## config.mk

```make
export PLATFORM = sky130hd
export DESIGN_NAME = shift_seq_ctrl
export DESIGN_NICKNAME = d
export VERILOG_FILES = /design/src/rtl/shift_seq_ctrl_pkg.sv /design/src/rtl/shift_step_counter.sv /design/src/rtl/shift_seq_ctrl.sv
export SDC_FILE = /design/constraint.sdc
export NUM_CORES = 1
export LEC_CHECK = 0
export ABC_AREA = 1
export CAP_MARGIN = 20
export CORE_MARGIN = 2
export CORE_UTILIZATION = 44
export DETAILED_ROUTE_END_ITERATION = 6
export GPL_TIMING_DRIVEN = 0
export PLACE_DENSITY = 0.86
export SLEW_MARGIN = 20
export SYNTH_ARGS = -nofsm -noshare
export SYNTH_HDL_FRONTEND = slang
export SYNTH_HIERARCHICAL = 1
export SYNTH_SLANG_ARGS = --single-unit
```

## constraint.sdc

```tcl
create_clock -name clk -period 1.5 [get_ports clk]
set_input_delay 0.225 -clock clk [delete_from_list [all_inputs] [get_ports clk]]
set_output_delay 0.225 -clock clk [all_outputs]
set_load 0.01 [all_outputs]
```

## src/rtl/shift_seq_ctrl_pkg.sv

```systemverilog
// ---------------------------------------------------------------------------
// shift_seq_ctrl_pkg
// Shared definitions for the shift-register sequencer: the controller state
// enumeration and the direction encoding used on the dir input.
// No ports (package).
// ---------------------------------------------------------------------------
package shift_seq_ctrl_pkg;

  // Controller states; encoding is left to the enum default
  typedef enum logic [2:0] {
    ST_IDLE,
    ST_CLEAR,
    ST_SHIFT,
    ST_DONE,
    ST_ABORT
  } state_t;

  // Direction encoding shared with the host side
  localparam logic DIR_RIGHT = 1'b0;
  localparam logic DIR_LEFT  = 1'b1;

endpackage

```

## src/rtl/shift_step_counter.sv

```systemverilog
// ---------------------------------------------------------------------------
// shift_step_counter
// Loadable CW-bit down-counter with enable and zero flag. Load has priority
// over enable; the counter holds at zero instead of wrapping.
// Ports:
//   clk      in   clock, rising edge
//   reset    in   synchronous active-high reset, clears the count
//   load     in   load load_val into the count
//   en       in   decrement by one (ignored while count is zero)
//   load_val in   CW-bit value to load
//   count    out  current count
//   zero     out  high when count is zero
// ---------------------------------------------------------------------------
module shift_step_counter #(
  parameter int CW = 4
) (
  input  logic          clk,
  input  logic          reset,
  input  logic          load,
  input  logic          en,
  input  logic [CW-1:0] load_val,
  output logic [CW-1:0] count,
  output logic          zero
);

  // Count register: load wins over decrement, and a zero count never wraps
  always_ff @(posedge clk) begin
    if (reset) begin
      count <= '0;
    end else if (load) begin
      count <= load_val;
    end else if (en && (count != '0)) begin
      count <= count - CW'(1);
    end
  end

  assign zero = (count == '0);

endmodule

```

## src/rtl/shift_seq_ctrl.sv

```systemverilog
// ---------------------------------------------------------------------------
// shift_seq_ctrl
// Sequencer for the left/right shift register. Takes one command per start
// pulse (direction, step count, optional pre-clear), drives the register's
// clear / shift-right / shift-left controls cycle by cycle, then pulses done
// (or aborted if the command was cut short).
// Ports:
//   clk        in   clock, rising edge
//   reset      in   synchronous active-high reset
//   start      in   command strobe, only accepted in IDLE
//   dir        in   0 = shift right, 1 = shift left (latched with start)
//   steps      in   CW-bit shift count (latched with start)
//   pre_clr    in   clear register before shifting (sampled with start)
//   abort      in   terminate the running command (CLEAR/SHIFT only)
//   sr_clr     out  shift register clear control
//   sr_r       out  shift register shift-right control
//   sr_l       out  shift register shift-left control
//   busy       out  high in CLEAR and SHIFT
//   done       out  one-cycle pulse on normal completion
//   aborted    out  one-cycle pulse on abort completion
//   steps_left out  remaining shift cycles including the current one
// ---------------------------------------------------------------------------
module shift_seq_ctrl
  import shift_seq_ctrl_pkg::*;
#(
  parameter int CW = 4
) (
  input  logic          clk,
  input  logic          reset,
  input  logic          start,
  input  logic          dir,
  input  logic [CW-1:0] steps,
  input  logic          pre_clr,
  input  logic          abort,
  output logic          sr_clr,
  output logic          sr_r,
  output logic          sr_l,
  output logic          busy,
  output logic          done,
  output logic          aborted,
  output logic [CW-1:0] steps_left
);

  state_t        state, state_nxt;
  logic          dir_q;
  logic          accept;
  logic [CW-1:0] count;
  logic          count_zero;
  logic          last_step;

  assign accept    = (state == ST_IDLE) && start;
  assign last_step = (count == CW'(1));

  // The counter is loaded with the requested steps when a command is
  // accepted and only ticks during SHIFT, so it already holds the right
  // value when CLEAR hands over to SHIFT.
  shift_step_counter #(.CW(CW)) u_counter (
    .clk      (clk),
    .reset    (reset),
    .load     (accept),
    .en       (state == ST_SHIFT),
    .load_val (steps),
    .count    (count),
    .zero     (count_zero)
  );

  // State register plus the latched direction; the direction only changes
  // when a command is accepted so stray dir toggles mid-command are harmless
  always_ff @(posedge clk) begin
    if (reset) begin
      state <= ST_IDLE;
      dir_q <= DIR_RIGHT;
    end else begin
      state <= state_nxt;
      if (accept) begin
        dir_q <= dir;
      end
    end
  end

  // Next-state logic. Abort outranks completion in CLEAR and SHIFT; in the
  // IDLE decision the raw steps input is used because the counter has not
  // been loaded yet.
  always_comb begin
    state_nxt = state;
    unique case (state)
      ST_IDLE: begin
        if (start) begin
          if (pre_clr)             state_nxt = ST_CLEAR;
          else if (steps != '0)    state_nxt = ST_SHIFT;
          else                     state_nxt = ST_DONE;
        end
      end
      ST_CLEAR: begin
        if (abort)                 state_nxt = ST_ABORT;
        else if (count_zero)       state_nxt = ST_DONE;
        else                       state_nxt = ST_SHIFT;
      end
      ST_SHIFT: begin
        if (abort)                 state_nxt = ST_ABORT;
        else if (last_step)        state_nxt = ST_DONE;
      end
      ST_DONE:                     state_nxt = ST_IDLE;
      ST_ABORT:                    state_nxt = ST_IDLE;
      default:                     state_nxt = ST_IDLE;
    endcase
  end

  // Output decode straight from the state register; only one state drives
  // strobes at a time, which keeps the three controls mutually exclusive.
  always_comb begin
    sr_clr     = 1'b0;
    sr_r       = 1'b0;
    sr_l       = 1'b0;
    busy       = 1'b0;
    done       = 1'b0;
    aborted    = 1'b0;
    steps_left = '0;
    unique case (state)
      ST_CLEAR: begin
        sr_clr     = 1'b1;
        busy       = 1'b1;
        steps_left = count;
      end
      ST_SHIFT: begin
        sr_r       = (dir_q == DIR_RIGHT);
        sr_l       = (dir_q == DIR_LEFT);
        busy       = 1'b1;
        steps_left = count;
      end
      ST_DONE:  done    = 1'b1;
      ST_ABORT: aborted = 1'b1;
      default: ;
    endcase
  end

endmodule
```

==> results.cfg <==
[logic_synthesis]
synth_fp_nets = 115
synth_edf_count = 0
synth_cells = 104
ys_warn_count = 6
synthFlopType = dfxtp_1
ys_seq_elements = 8
seq_area_frac_synth_pct = 26.2
async_flop_share_pct = 0
ys_types = 22
synth_area_um2 = 612
avgSynthCellArea_um2 = 5.88

[route]
vias_per_cell = 4.83
first_pass_iters = 4
postRouteWirelength_um = 1410
drtIter0Drc = 12
vias = 690
drcViolationCount = 0
ant_nets = 0
avgRoutedWirePerCell_um = 9.87

[cts]
htree_levels = 1
hold_buffers = 0
clkSinkCount = 8
clockRootBuffer = clkbuf_4
clkLatencyLatePin_ns = 0.25
cts_max_path_buffers = 2
cts_tree = built
path_clk_slew_ns = 0.06
cts_buffers = 3

[die]
core_area_mm2 = 0.00130
ios = 20
die_x_um = 41.3
initial_core_util_pct = 47.0
die_h_um = 41.3
num_rows = 13
die_area_mm2 = 0.00170

[timing]
max_freq_mhz = 709
finalHoldViolCount = 0
setup_violations = 0
slew-limit-headroom_pct = 81.9
skew_ns = 0.000313
timing.hold.ws_ns = 0.494
worst_pin_slew_ns = 0.271
finalMaxSlewViolations = 0
period_minus_slack_ns = 1.41
timing.final.crit_share_pct = 94.0

[grt]
first_global_vias = 566
antenna_found_initial = 0
grt_pass1_wl_um = 2140
grt_remaining_overflow = 0
grt_start_max_net_pins = 8
grtUsageTotal_pct = 19.6

[critical_path]
cp-start-kind = register
regToRegSetupSlack_ns = 0.10
worst_ep_arrival_time_ns = 1.19
required_ns = 1.27
worstSetupPathType = reg2out
endpoint_kind = output port
cp_max_fo = 6

[placement]
port_buffers = 19
dp_hpwl_um = 1060
globalplace.congestion = 0.864
place_area_um2 = 821

[cells_and_area]
diodes = 0
seqCellArea_um2 = 169
drive_above_1_share_pct = 23.4
fin_util_pct = 66.7
multi_input_area_um2 = 389
postLayoutCellArea_um2 = 868
num-fill-cells = 122
nets = 141
syn_to_final_growth_pct = 41.9

[power_and_ir_drop]
power.internal_uw = 627
swShare_pct = 45.1
p_per_area_mw_per_mm2 = 1320
pwr-share-clk_pct = 14.5
seqPwrFrac_pct = 30.5
ir_drop_v = 0.000703
switchingPower_uw = 515
leakagePower_nw = 0.460
power_frac_comb_pct = 55.0

[outcome]
status = complete, no violations

[worst_hold_path]
hold_class = reg2reg

[job]
drv_cap = 0
-- through the flow --
stage | setup WS (ns) | instances | total power, mW | TNS [ns]
4_1_cts | 0.00413 | 142 | 1.12 | 0
2_1_floorplan | 0.211 | 104 | 0.757 | 0
3_3_place_gp | -0.0950 | 138 | 0.926 | -0.373
6_report | 0.0895 | 143 | 1.14 | 0
5_1_grt | -0.00402 | 143 | 1.24 | -0.00402
3_5_place_dp | -0.111 | 138 | 0.945 | -0.428
-- power groups by stage --
stage / combinational [mW] / clock, mW / sequential [mW]
6_report: 0.629 / 0.165 / 0.348
4_1_cts: 0.609 / 0.173 / 0.338
3_5_place_dp: 0.612 / 0 / 0.332
5_1_grt: 0.697 / 0.189 / 0.358
3_3_place_gp: 0.596 / 0 / 0.330
2_1_floorplan: 0.440 / 0 / 0.317
-- cell usage after synthesis, types with 2 or more instances --
library cell / instances / share of area (%)
dfxtp_1: 8 / 26
a21oi_2: 2 / 2.9
nand2_2: 2 / 2.0
nor2_1: 21 / 13
nand3_2: 2 / 3.3
a21oi_1: 2 / 1.6
nand3_1: 3 / 2.5
inv_2: 3 / 1.8
nand2_4: 2 / 3.7
inv_1: 19 / 12
nand2_1: 26 / 16
nor3_2: 2 / 3.3
o21ai_0: 3 / 2.5
-- metal layers --
metal	routed length, um	vias up	global-route usage (%)
met3	106	2	3.19
met2	626	30	32.4
met1	659	295	23.4
met4	19	0	12.1
met5	0	-	0
li1	-	363	-
-- logic make-up after synthesis --
kind of cell / after synthesis / share of synthesized area (%)
flops: 8 / 26.2
compound gates: 8 / 7.98
simple gates: 62 / 47.4
xor+xnor: 1 / 1.43
fa+ha+maj: 1 / 2.04
buf+inv: 24 / 14.9
-- critical path, cell delays in order, from the launching register on --
cell and delay, ns:
dfxtp_2 0.40, inv_1 0.09, nand3_4 0.10, nand2_4 0.07, dlygate4sd2_1 0.28
-- worst paths after layout --
kind | from | to | cells past startpoint
worst min-delay path | dir_q | dir_q | 2
worst min register to register | dir_q | dir_q | 2
worst max-delay path | state[0] | busy | 4
worst max register to register | state[1] | u_counter/count[3] | 7
-- layout by cell type (no fill, tap or decap), drive strengths merged --
master	Yosys	routed
a21oi	4	4
buf	0	6
clkbuf	0	3
clkdlybuf4s50	0	9
clkinv	2	2
dfxtp	8	8
dlygate4sd2	0	6
ha	1	1
inv	22	22
nand2	30	30
nand3	5	5
nand4	1	1
nor2	22	22
nor3	3	3
o21ai	3	3
o22ai	1	1
or2	1	1
xor2	1	1
-- area by class of cell --
cell class                 instances  share of cell area (%)
timing repair buffer              21                    20.5
multi-input combinational         72                    44.8
inverter                          24                    10.5
tap                               15                    2.16
sequential                         8                    19.5
clock buffer                       3                    2.59
-- state kept, by name (all words and copies together), names as in the netlist --
register / count
dir_q: 1
state: 3
u_counter/count: 4
-- repair_timing --
| action | 4_1_cts | 5_1_grt |
|---|---|---|
| pin swaps | 1 | 1 |
| gates resized for setup | 26 | 8 |
| setup buffers | 1 | 1 |
| setup endpoints to repair | 10 | 5 |
| gates cloned | 0 | 0 |
No activity file was read; power rests on OpenSTA's default activity.
